$ cat src/rtl/div_arbiter.sv
// ---------------------------------------------------------------------------
// div_arbiter
//   Shares one sequential divider between two requesters. Round-robin grant,
//   operand latch, one-cycle divider start, then waits for the divider's
//   terminal pulse and returns quotient + status on a one-cycle done pulse.
//
// Parameters
//   DW         operand / quotient width
//   TO_CYCLES  watchdog limit in clocks (only with DIV_TIMEOUT_EN)
//
// Build option
//   DIV_TIMEOUT_EN  when defined, a watchdog aborts a hung divider with a
//                   one-cycle div_sclr and status 11. When undefined the
//                   arbiter waits indefinitely and div_sclr is tied 0.
//
// Ports
//   clk, rst_n             clock, asynchronous active-low reset
//   req0/req1              level requests, held until their done edge
//   a0,b0 / a1,b1          per-port dividend / divisor
//   done[1:0]              one-cycle completion pulse, bit i = port i
//   q_out, st_out          quotient and status (00 ok,01 dvz,10 ovf,11 tmo)
//   arb_busy               high whenever the FSM is not in IDLE
//   div_start, div_sclr    one-cycle start / synchronous clear to divider
//   div_a, div_b           latched operands to divider
//   div_busy, div_valid,
//   div_dvz, div_ovf, div_q divider status and result
// ---------------------------------------------------------------------------
module div_arbiter #(
  parameter int DW        = 10,
  parameter int TO_CYCLES = 64
) (
  input  logic          clk,
  input  logic          rst_n,
  input  logic          req0,
  input  logic          req1,
  input  logic [DW-1:0] a0,
  input  logic [DW-1:0] b0,
  input  logic [DW-1:0] a1,
  input  logic [DW-1:0] b1,
  output logic [1:0]    done,
  output logic [DW-1:0] q_out,
  output logic [1:0]    st_out,
  output logic          arb_busy,
  output logic          div_start,
  output logic          div_sclr,
  output logic [DW-1:0] div_a,
  output logic [DW-1:0] div_b,
  input  logic          div_busy,
  input  logic          div_valid,
  input  logic          div_dvz,
  input  logic          div_ovf,
  input  logic [DW-1:0] div_q
);

  localparam int NP = 2;

  typedef enum logic [2:0] {
    IDLE      = 3'd0,
    ISSUE     = 3'd1,
    WAIT_BUSY = 3'd2,
    RUN       = 3'd3,
    RESP      = 3'd4
  } state_t;

  localparam logic [1:0] ST_OK  = 2'b00;
  localparam logic [1:0] ST_DVZ = 2'b01;
  localparam logic [1:0] ST_OVF = 2'b10;
  localparam logic [1:0] ST_TMO = 2'b11;

  state_t                 r_state, w_next;
  logic                   r_last;   // port served most recently
  logic                   r_win;    // port owning the current transaction
  logic                   w_win;
  logic                   w_any;
  logic                   w_term;   // any divider terminal pulse
  logic                   w_tmo;    // watchdog expiry this cycle
  logic                   w_wait;   // waiting on the divider
  logic [NP-1:0]          w_req;
  logic [NP-1:0][DW-1:0]  w_a, w_b;

  assign w_req  = {req1, req0};
  assign w_a    = {a1, a0};
  assign w_b    = {b1, b0};
  assign w_any  = |w_req;
  assign w_term = div_valid | div_dvz | div_ovf;
  assign w_wait = (r_state == WAIT_BUSY) || (r_state == RUN);

  // Sole requester wins outright; on a tie the port not served last wins.
  assign w_win = (&w_req) ? ~r_last : w_req[1];

`ifdef DIV_TIMEOUT_EN
  localparam int CW = $clog2(TO_CYCLES + 1);
  logic [CW-1:0] r_cnt;

  always_ff @(posedge clk or negedge rst_n) begin
    if (!rst_n)                r_cnt <= '0;
    else if (r_state == ISSUE) r_cnt <= '0;
    else if (w_wait)           r_cnt <= r_cnt + CW'(1);
  end

  // The counter value seen here is the number of waiting cycles already
  // elapsed, so TO_CYCLES-1 marks the cycle the limit is reached. A real
  // terminal pulse in that same cycle takes priority.
  assign w_tmo = w_wait && (r_cnt == CW'(TO_CYCLES - 1)) && !w_term;
`else
  logic w_unused_to;
  assign w_unused_to = (TO_CYCLES > 0);
  assign w_tmo       = 1'b0;
`endif

  // State register
  always_ff @(posedge clk or negedge rst_n) begin
    if (!rst_n) r_state <= IDLE;
    else        r_state <= w_next;
  end

  // Next-state logic
  always_comb begin
    w_next = r_state;
    unique case (r_state)
      IDLE:      if (w_any) w_next = ISSUE;
      ISSUE:     w_next = WAIT_BUSY;
      // A terminal pulse coincident with busy rising still completes.
      WAIT_BUSY: if (w_term || w_tmo) w_next = RESP;
                 else if (div_busy)   w_next = RUN;
      RUN:       if (w_term || w_tmo) w_next = RESP;
      RESP:      w_next = IDLE;
      default:   w_next = IDLE;
    endcase
  end

  // FSM outputs
  always_comb begin
    arb_busy  = (r_state != IDLE);
    div_start = (r_state == ISSUE);
    div_sclr  = w_tmo;
  end

  for (genvar gi = 0; gi < NP; gi++) begin : g_done
    assign done[gi] = (r_state == RESP) && (r_win == 1'(gi));
  end

  // Grant, operand latch and result capture
  always_ff @(posedge clk or negedge rst_n) begin
    if (!rst_n) begin
      r_last <= 1'b1;
      r_win  <= 1'b0;
      div_a  <= '0;
      div_b  <= '0;
      q_out  <= '0;
      st_out <= ST_OK;
    end else begin
      unique case (r_state)
        IDLE: begin
          if (w_any) begin
            r_win <= w_win;
            div_a <= w_a[w_win];
            div_b <= w_b[w_win];
          end
        end
        WAIT_BUSY, RUN: begin
          if (w_term) begin
            q_out  <= div_valid ? div_q : '0;
            st_out <= div_valid ? ST_OK : (div_dvz ? ST_DVZ : ST_OVF);
          end else if (w_tmo) begin
            q_out  <= '0;
            st_out <= ST_TMO;
          end
        end
        RESP: begin
          r_last <= r_win;
          q_out  <= '0;
          st_out <= ST_OK;
        end
        default: ;
      endcase
    end
  end

endmodule

$ cat config.mk
export PLATFORM = sky130hd
export DESIGN_NAME = div_arbiter
export DESIGN_NICKNAME = d
export VERILOG_FILES = /design/src/rtl/div_arbiter.sv
export SDC_FILE = /design/constraint.sdc
export NUM_CORES = 1
export LEC_CHECK = 0
export CAP_MARGIN = 10
export CORE_MARGIN = 4
export CORE_UTILIZATION = 39
export CTS_BUF_LIST = sky130_fd_sc_hd__clkbuf_4 sky130_fd_sc_hd__clkbuf_8 sky130_fd_sc_hd__clkbuf_16
export DETAILED_ROUTE_END_ITERATION = 6
export GPL_TIMING_DRIVEN = 0
export PLACE_DENSITY_LB_ADDON = 0.1
export RECOVER_POWER = 100
export SKIP_LAST_GASP = 1
export SLEW_MARGIN = 20
export SYNTH_ARGS = -nofsm -noshare
export SYNTH_HDL_FRONTEND = slang
export SYNTH_SLANG_ARGS = --single-unit
export TNS_END_PERCENT = 50
$ cat constraint.sdc
create_clock -name clk -period 1.87 [get_ports clk]
set_input_delay 0.2805 -clock clk [delete_from_list [all_inputs] [get_ports clk]]
set_output_delay 0.2805 -clock clk [all_outputs]
set_load 0.01 [all_outputs]
==> impl_metrics.csv, run 1 <==
group,metric,value,unit
grt,antenna_found_initial,0,
finish,synthToLayoutAreaGrowth,61.0,%
finish,multi_input_area,806,um^2
finish,antennaDiodeCount,0,
finish,design_area,0.00291,mm^2
grt,grt_max_degree,29,
cts,clkTransAtPathRegs,70,ps
worst_setup_path,worstPathArrival,1580,ps
route,vias,1404,
synthesis,synth_area_per_cell,14.5,um^2
pwr,irDropWorstVdd,796,uV
worst_setup_path,cp_slowest_stage_delay,580,ps
pwr,p_leak,1.30,nW
sta,hold_slack,471,ps
finish,final_cell_mix,"clkdlybuf4s50_1 (57), dlygate4sd3_1 (34), dfrtp_1 (33), mux2_2 (21), mux2_4 (20)",
sta,setup_violations,0,
cts,cts_tree,"built",
job,cap_viol_max_count,0,
grt,overflow,0,
sta,skew,5.80,ps
pwr,powerDensity,1410,mW/mm^2
worst_setup_path,cp_slowest_cell,"clkdlybuf4s50_1",
cts,root_buffer,"clkbuf_8",
route,drt_iter0_drc,30,
cts,numCtsBuffers,5,
finish,nNetsFinal,285,
cts,h-tree-depth,2,
synthesis,synth_top_cell_by_area,"dfrtp_1",
worst_setup_path,cp_max_fo,8,
route,drtAntennaViolNets,0,
sta,finalCritPeriodShare,99.2,%
sta,period_needed,1860,ps
floorplan,rows,24,
floorplan,die_width,76.1,um
route,drc,0,
route,wl,4.61,mm
sta,max_freq,539,MHz
finish,regArea,931,um^2
cts,cts_sinks,37,
route,first_pass_iters,4,
finish,drive_gt1_share,27.6,%
synthesis,ys_ff_latch,37,
grt,grt_use_total,16.6,%
floorplan,start_util,41.0,%
floorplan,die_h,76.1,um
sta,rsz0062_at_grt,"true",
cts,clk_path_buf_depth,2,
cts,clock_latency,290,ps
floorplan,core,0.00441,mm^2
placement,gp_congestion,0.754,
finish,layout_commonest_cell,"clkdlybuf4s50_1",
worst_setup_path,worst_setup_path_start_kind,"register",
floorplan,pin_count,95,
floorplan,die_area,0.00579,mm^2
run_status,status,"finished clean",
placement,port-buffer-count,93,
worst_setup_path,cp-end-kind,"primary output",
worst_setup_path,rrSetupSlack,110,ps
synthesis,yosysTopAreaCellShare,49.8,%
synthesis,synthDistinctLibCells,27,
synthesis,synth_area,0.00181,mm^2
synthesis,synthCells,125,
synthesis,yosysSeqAreaShare,51.3,%
worst_setup_path,cp.required,1590,ps
synthesis,synth_warnings,0,
route,wl_per_cell,16.5,um
placement,hpwl,3.51,mm
synthesis,synthTopCellsByArea,"dfrtp_1 (50%), mux2_4 (17%), mux2_2 (13%)",
placement,placed_area,0.00282,mm^2
finish,fillers,333,
route,viasPerCell,5.01,
synthesis,syn_nets,183,
worst_setup_path,path_cells,"nor3b_1, clkdlybuf4s50_1",
grt,grt_pass1_wl,7.80,mm
sta,hold_viol_final,0,
sta,slew_viol_final,0,
sta,timing.slew.headroom,53.4,%
sta,tightest_slew,699,ps
worst_setup_path,crit_type,"register to primary output",
grt,first_global_vias,1507,
worst_hold_path,hp-class,"primary input to async pin",
finish,final_util,65.9,%
[critical path: cells and delay by family, from the launching register on]
kind	cells	cell delay [ps]
buffers and inverters	1	580
DFF	1	460
and+or+nand+nor	1	250
[where the power goes]
part           internal (mW)  switching [mW]  total, mW
Sequential              1.18           0.221       1.40
Clock                  0.333           0.279      0.612
Combinational           1.32           0.783       2.10
[synthesized netlist by cell type]
cell type / number
dfrtp_1: 36
mux2_2: 21
mux2_4: 20
a22o_1: 10
nor2_1: 7
buf_2: 3
nand2b_1: 3
a21oi_1: 2
buf_12: 2
nand2_1: 2
nor3b_1: 2
o21ai_0: 2
a211oi_1: 1
a21boi_0: 1
a21o_1: 1
a32o_1: 1
and2_1: 1
and2b_1: 1
buf_4: 1
conb_1: 1
dfstp_2: 1
inv_1: 1
nor2_8: 1
nor3_1: 1
o311a_1: 1
or3_1: 1
or3_4: 1
[per-stage QoR]
stage | setup TNS [ps] | total power, mW | worst slack, ps | cells
final | 0 | 4.11 | 14.3 | 280
after global routing | -258 | 4.35 | -76.0 | 280
after CTS | -135 | 4.33 | -103 | 280
after detailed placement | -6830 | 3.69 | -383 | 271
after global placement | -17090 | 3.62 | -318 | 270
after floorplan | 0 | 2.66 | 300 | 125
[sequential cells by signal, indices dropped and copies added, names as in the netlist]
register,count
div_a,10
r_state,3
st_out,2
r_last,1
r_win,1
q_out,10
div_b,10
[what timing repair did]
action                                 CTS  global route
hold buffers                             1             0
setup buffers                            0             0
gates resized for setup                  4             3
pin swaps                                0             0
setup endpoints to repair               23             3
endpoints found under the hold margin    9             0
[cells by family (layout without fill, tap and decap cells)]
| kind of cell | after synthesis | after routing | synth area share, % |
|---|---|---|---|
| multiplexers | 41 | 41 | 29.7 |
| flip-flops | 37 | 37 | 51.3 |
| AND/OR/NAND/NOR | 20 | 20 | 6.85 |
| buffers and inverters | 7 | 110 | 3.67 |
| AO/OA/AOI/OAI | 19 | 19 | 8.30 |
| other | 1 | 1 | 0.207 |
[path summary, 6_finish.rpt]
path	start	to	cells after the start
max	r_state[1]$_DFFE_PN0P_	div_start	2
min	rst_n	div_a[3]$_DFFE_PN0P_	2
max reg2reg	r_state[2]$_DFFE_PN0P_	div_a[3]$_DFFE_PN0P_	4
min reg2reg	q_out[2]$_DFFE_PN0P_	q_out[2]$_DFFE_PN0P_	1
max in group asynchronous	rst_n	r_state[2]$_DFFE_PN0P_	3
min in group clk	q_out[2]$_DFFE_PN0P_	q_out[2]$_DFFE_PN0P_	1
[routing by layer]
metal  up-vias  global-route usage, %  share of wire, %
li1        654                      -                 -
met1       678                   20.3                42
met2        68                   27.0                49
met3         4                   6.86               8.3
met4         0                   4.20              0.67
met5         -                      0                 0
[layout make-up]
| cell class | count | share of cell area [%] |
|---|---|---|
| timing repair buffer | 95 | 32.3 |
| sequential | 37 | 32.0 |
| multi-input combinational | 81 | 27.7 |
| clock buffer | 7 | 3.31 |
| tap | 52 | 2.24 |
| buffer | 6 | 2.15 |
| clock inverter | 1 | 0.172 |
| inverter | 1 | 0.129 |
Power figures use the tool's default switching activity.
==> inputs of run 2 (changes only) <==
- RECOVER_POWER: 100 -> default
==> run 2 against run 1 <==
Combinational power increased by 7%; die area unchanged; non-clock buffer count unchanged; first-iteration DRC count increased by 40%; register-to-register slack improved by 80 ps; via count decreased by 0.14%; clock power about the same; setup slack got worse by 6.1 ps; critical path depth unchanged; largest cell class unchanged; largest power group unchanged; highest routed layer unchanged.
==> impl_metrics.csv, run 2 (synthesized netlist as in run 1, its figures left out) <==
group,metric,value,unit
sta,finalCritPeriodShare,99.6,%
floorplan,die_width,76.1,um
job,cap_viol_max_count,0,
grt,grt_max_degree,29,
floorplan,core,0.00441,mm^2
run_status,status,"finished clean",
cts,root_buffer,"clkbuf_8",
route,wl,4.63,mm
grt,first_global_vias,1507,
route,drt_iter0_drc,42,
grt,overflow,0,
placement,gp_congestion,0.754,
floorplan,rows,24,
sta,hold_viol_final,0,
worst_setup_path,rrSetupSlack,190,ps
finish,drive_gt1_share,28.1,%
cts,clkTransAtPathRegs,70,ps
sta,timing.slew.headroom,58.6,%
floorplan,start_util,41.0,%
grt,antenna_found_initial,0,
sta,tightest_slew,619,ps
grt,grt_use_total,16.6,%
finish,fillers,327,
pwr,irDropWorstVdd,812,uV
worst_setup_path,worst_setup_path_start_kind,"register",
floorplan,die_h,76.1,um
finish,final_cell_mix,"clkdlybuf4s50_1 (90), dfrtp_1 (33), mux2_2 (21), mux2_4 (20), a22o_1 (10)",
sta,skew,6.22,ps
worst_setup_path,cp_max_fo,8,
cts,h-tree-depth,2,
worst_setup_path,worstPathArrival,1580,ps
placement,hpwl,3.51,mm
worst_setup_path,crit_type,"register to primary output",
cts,numCtsBuffers,5,
route,wl_per_cell,16.5,um
worst_setup_path,cp.required,1590,ps
cts,clk_path_buf_depth,2,
cts,cts_tree,"built",
route,first_pass_iters,4,
placement,port-buffer-count,93,
worst_setup_path,cp-end-kind,"primary output",
finish,design_area,0.00294,mm^2
finish,reg.largest.list,"div_a: 10 flops, div_b: 10 flops, q_out: 10 flops",
pwr,p_leak,1.28,nW
finish,antennaDiodeCount,0,
finish,final_util,66.6,%
route,vias,1402,
sta,setup_violations,0,
placement,placed_area,0.00282,mm^2
route,drc,0,
floorplan,pin_count,95,
sta,period_needed,1860,ps
cts,clock_latency,290,ps
sta,slew_viol_final,0,
pwr,totalPowerFinal,4.28,mW
pwr,powerDensity,1450,mW/mm^2
sta,rsz0062_at_grt,"true",
grt,grt_pass1_wl,7.80,mm
cts,cts_sinks,37,
finish,nNetsFinal,285,
route,drtAntennaViolNets,0,
worst_hold_path,hp-class,"primary input to async pin",
route,viasPerCell,5.01,
sta,max_freq,537,MHz
finish,synthToLayoutAreaGrowth,62.6,%
finish,layout_commonest_cell,"clkdlybuf4s50_1",
floorplan,die_area,0.00579,mm^2
## run 2: changes by cell type in the layout (fill, tap and decap cells not counted), moves of 3 or more
cell,delta
clkdlybuf4s50_1,+33
dlygate4sd3_1,-33
buf_2,+3
clkbuf_2,-3
## run 2: per-layer routing
metal,vias to the layer above,share of wire [%],track usage (%)
met1,680,42,20.3
met2,66,48,27.0
met5,-,0,0
li1,652,-,-
met4,0,0.67,4.20
met3,4,8.7,6.86
## run 2: area by class of cell
class | count | area (um^2) | area share [%]
Timing Repair Buffer | 95 | 957 | 32.6
Sequential cell | 37 | 931 | 31.7
Multi-Input combinational cell | 81 | 820 | 27.9
Clock buffer | 7 | 96.3 | 3.28
Tap cell | 52 | 65.1 | 2.21
Buffer | 6 | 62.6 | 2.13
Clock inverter | 1 | 5.00 | 0.170
Inverter | 1 | 3.75 | 0.128
## run 2: power breakdown
| group | switching, mW | leakage [nW] | total (mW) | internal (mW) |
|---|---|---|---|---|
| clock network | 0.279 | 0.0542 | 0.612 | 0.333 |
| registers | 0.237 | 0.449 | 1.41 | 1.18 |
| logic | 0.800 | 0.781 | 2.25 | 1.45 |
## run 2: worst max-delay path, stage by stage, from the launching register on
cell and delay (ps):
dfrtp_2 460, nor3b_1 250, clkdlybuf4s50_1 580
## run 2: path summary, 6_finish.rpt
kind | from | end | cells after the start
min in group clk | q_out[2]$_DFFE_PN0P_ | q_out[2]$_DFFE_PN0P_ | 1
hold / removal | rst_n | div_a[3]$_DFFE_PN0P_ | 2
hold reg to reg | q_out[2]$_DFFE_PN0P_ | q_out[2]$_DFFE_PN0P_ | 1
setup / recovery | r_state[1]$_DFFE_PN0P_ | div_start | 2
max in group asynchronous | rst_n | r_last$_DFFE_PN1P_ | 3
setup reg to reg | r_last$_DFFE_PN1P_ | div_b[8]$_DFFE_PN0P_ | 4
## run 2: timing repair
item | in CTS | in global routing
resized for setup | 4 | 3
setup buffers | 0 | 0
setup endpoints to repair | 23 | 3
endpoints found under the hold margin | 9 | 0
hold buffers | 1 | 0
## run 2: through the flow
stage,hold slack (ps),TNS [ps],setup slack [ps],instances
floorplan,-15.1,0,300,125
global placement,484,-17090,-318,270
detailed placement,164,-6830,-383,271
CTS,382,-135,-103,280
global route,419,-146,-76.0,280
finish,390,0,8.15,280
==> inputs of run 3 (changes only) <==
- GPL_TIMING_DRIVEN: 0 -> default
==> run 3 against run 2 <==
Final cell count down 0.36%; final area rose by 1.4%; flip-flop and latch count unchanged; wire length down 0.28%; first-iteration DRC count increased by 4.8%; register-to-register slack got worse by 70 ps; critical path depth did not move; die area unchanged; global-route usage rose by 0.10 points.
==> impl_metrics.csv, run 3 (synthesized netlist as in run 1, its figures left out) <==
group,metric,value,unit
route,viasPerCell,4.96,
finish,multi_input_area,830,um^2
placement,place_inst,270,
floorplan,die_width,76.1,um
pwr,irDropWorstVdd,674,uV
route,drtAntennaViolNets,0,
route,drc,0,
cts,clkTransAtPathRegs,70,ps
route,drt_iter0_drc,44,
sta,skew,7.95,ps
worst_setup_path,startpoint,"r_state[2]$_DFFE_PN0P_",
grt,overflow,0,
route,wl,4.62,mm
floorplan,core,0.00441,mm^2
worst_setup_path,worst-r2r-cell-count,5,
finish,synthToLayoutAreaGrowth,64.8,%
cts,clk_path_buf_depth,2,
worst_setup_path,r2r_end,"div_b[0]$_DFFE_PN0P_",
pwr,pwr-share-clk,18.1,%
worst_hold_path,hp-class,"primary input to async pin",
worst_setup_path,cp-end-kind,"primary output",
sta,timing.slew.headroom,44.3,%
route,first_pass_iters,4,
worst_setup_path,crit_type,"register to primary output",
finish,layout_commonest_cell,"clkdlybuf4s50_1",
finish,final_util,67.5,%
finish,final_cells,279,
floorplan,rows,24,
sta,slew_viol_final,0,
pwr,combPwrFrac,50.4,%
worst_setup_path,worstPathArrival,1570,ps
sta,setup_violations,0,
pwr,switching_share,29.5,%
route,vias,1383,
placement,gp_congestion,0.729,
pwr,seq_power_share,31.4,%
grt,grt_use_total,16.7,%
floorplan,die_area,0.00579,mm^2
worst_setup_path,cp_max_fo,7,
cts,h-tree-depth,2,
cts,cts_tree,"built",
grt,grt_pass1_wl,7.91,mm
cts,numCtsBuffers,5,
worst_setup_path,cp.required,1590,ps
floorplan,start_util,41.0,%
sta,hold_viol_final,0,
finish,nNetsFinal,284,
floorplan,die_h,76.1,um
worst_setup_path,worst_setup_path_start_kind,"register",
finish,drive_gt1_share,28.6,%
finish,final_cell_mix,"clkdlybuf4s50_1 (90), dfrtp_1 (33), mux2_2 (21), mux2_4 (20), a22o_1 (10)",
pwr,p_leak,1.30,nW
grt,antenna_found_initial,0,
floorplan,pin_count,95,
pwr,powerDensity,1520,mW/mm^2
pwr,switchingPower,1.33,mW
pwr,intPower,3.19,mW
sta,rsz0062_at_grt,"true",
cts,cts_hold_buf,0,
job,cap_viol_max_count,0,
finish,antennaDiodeCount,0,
finish,fillers,325,
worst_setup_path,timing.rr.start,"r_state[1]$_DFFE_PN0P_",
worst_setup_path,crit_path_end,"div_start",
route,wl_per_cell,16.6,um
finish,reg.largest.list,"div_a: 10 flops, div_b: 10 flops, q_out: 10 flops",
finish,regArea,931,um^2
grt,grt_max_degree,38,
run_status,status,"finished clean",
sta,finalCritPeriodShare,99.0,%
placement,port-buffer-count,93,
sta,tightest_slew,835,ps
sta,hold_slack,92.3,ps
placement,hpwl,3.35,mm
grt,first_global_vias,1516,
sta,max_freq,540,MHz
cts,clock_latency,290,ps
sta,period_needed,1850,ps
cts,root_buffer,"clkbuf_8",
cts,cts_sinks,37,
worst_setup_path,rrSetupSlack,120,ps
-- run 3: cell types whose count changed in the layout (fill, tap and decap cells not counted) --
cell,before,now
clkbuf_8,7,5
a21boi_1,1,0
dlygate4sd3_1,1,0
buf_4,1,4
buf_2,4,1
a21boi_2,0,1
nor3b_4,0,1
bufinv_16,0,2
nor3b_2,1,0
-- run 3: final cells by class --
cell class	count	share of cell area [%]
inverters	1	0.126
clock inverters	3	2.18
flip-flops and latches	37	31.2
multi-input cells	81	27.8
repair buffers	100	34.1
clock buffers	5	2.31
well taps	52	2.18
-- run 3: worst min path at each step --
stage	startpoint	end	slack, ps	cells after the start
floorplan	rst_n	div_a[0]$_DFFE_PN0P_	-20	0
global placement	rst_n	div_a[3]$_DFFE_PN0P_	420	1
detailed placement	rst_n	div_a[3]$_DFFE_PN0P_	430	1
CTS	rst_n	div_b[8]$_DFFE_PN0P_	110	1
global route	rst_n	div_a[1]$_DFFE_PN0P_	160	1
finish	rst_n	div_a[5]$_DFFE_PN0P_	90	1
-- run 3: power groups by stage --
stage / combinational [mW] / clock (mW) / sequential [mW]
2_1_floorplan: 1.13 / 0 / 1.53
3_3_place_gp: 2.25 / 0 / 1.41
3_5_place_dp: 2.28 / 0 / 1.42
4_1_cts: 2.29 / 0.841 / 1.42
5_1_grt: 2.44 / 0.885 / 1.46
6_report: 2.28 / 0.820 / 1.42
-- run 3: what timing repair did --
item                       4_1_cts  5_1_grt
setup endpoints to repair        3        3
gates cloned                     0        0
resized for setup                4        3
setup buffers                    0        1
-- run 3: per-layer routing --
metal	track usage, %	part of all wire [%]	vias to the layer above
met2	26.9	48	61
met5	0	0	-
met1	20.7	42	662
met3	6.50	8.3	6
met4	4.72	1.2	0
li1	-	-	654
-- run 3: critical path: stages, from the launching register on --
cell	delay, ps
dfrtp_2	450
nor3b_1	250
clkdlybuf4s50_1	580
-- run 3: through the flow --
stage	total power [mW]	setup TNS (ps)	setup slack, ps	area (um^2)
after floorplan	2.66	0	300	1810
after global placement	3.65	-183	-27.5	2820
after detailed placement	3.70	-792	-56.5	2820
after CTS	4.54	-104	-95.3	2960
after global routing	4.79	-189	-108	2980
final	4.52	0	19.0	2980
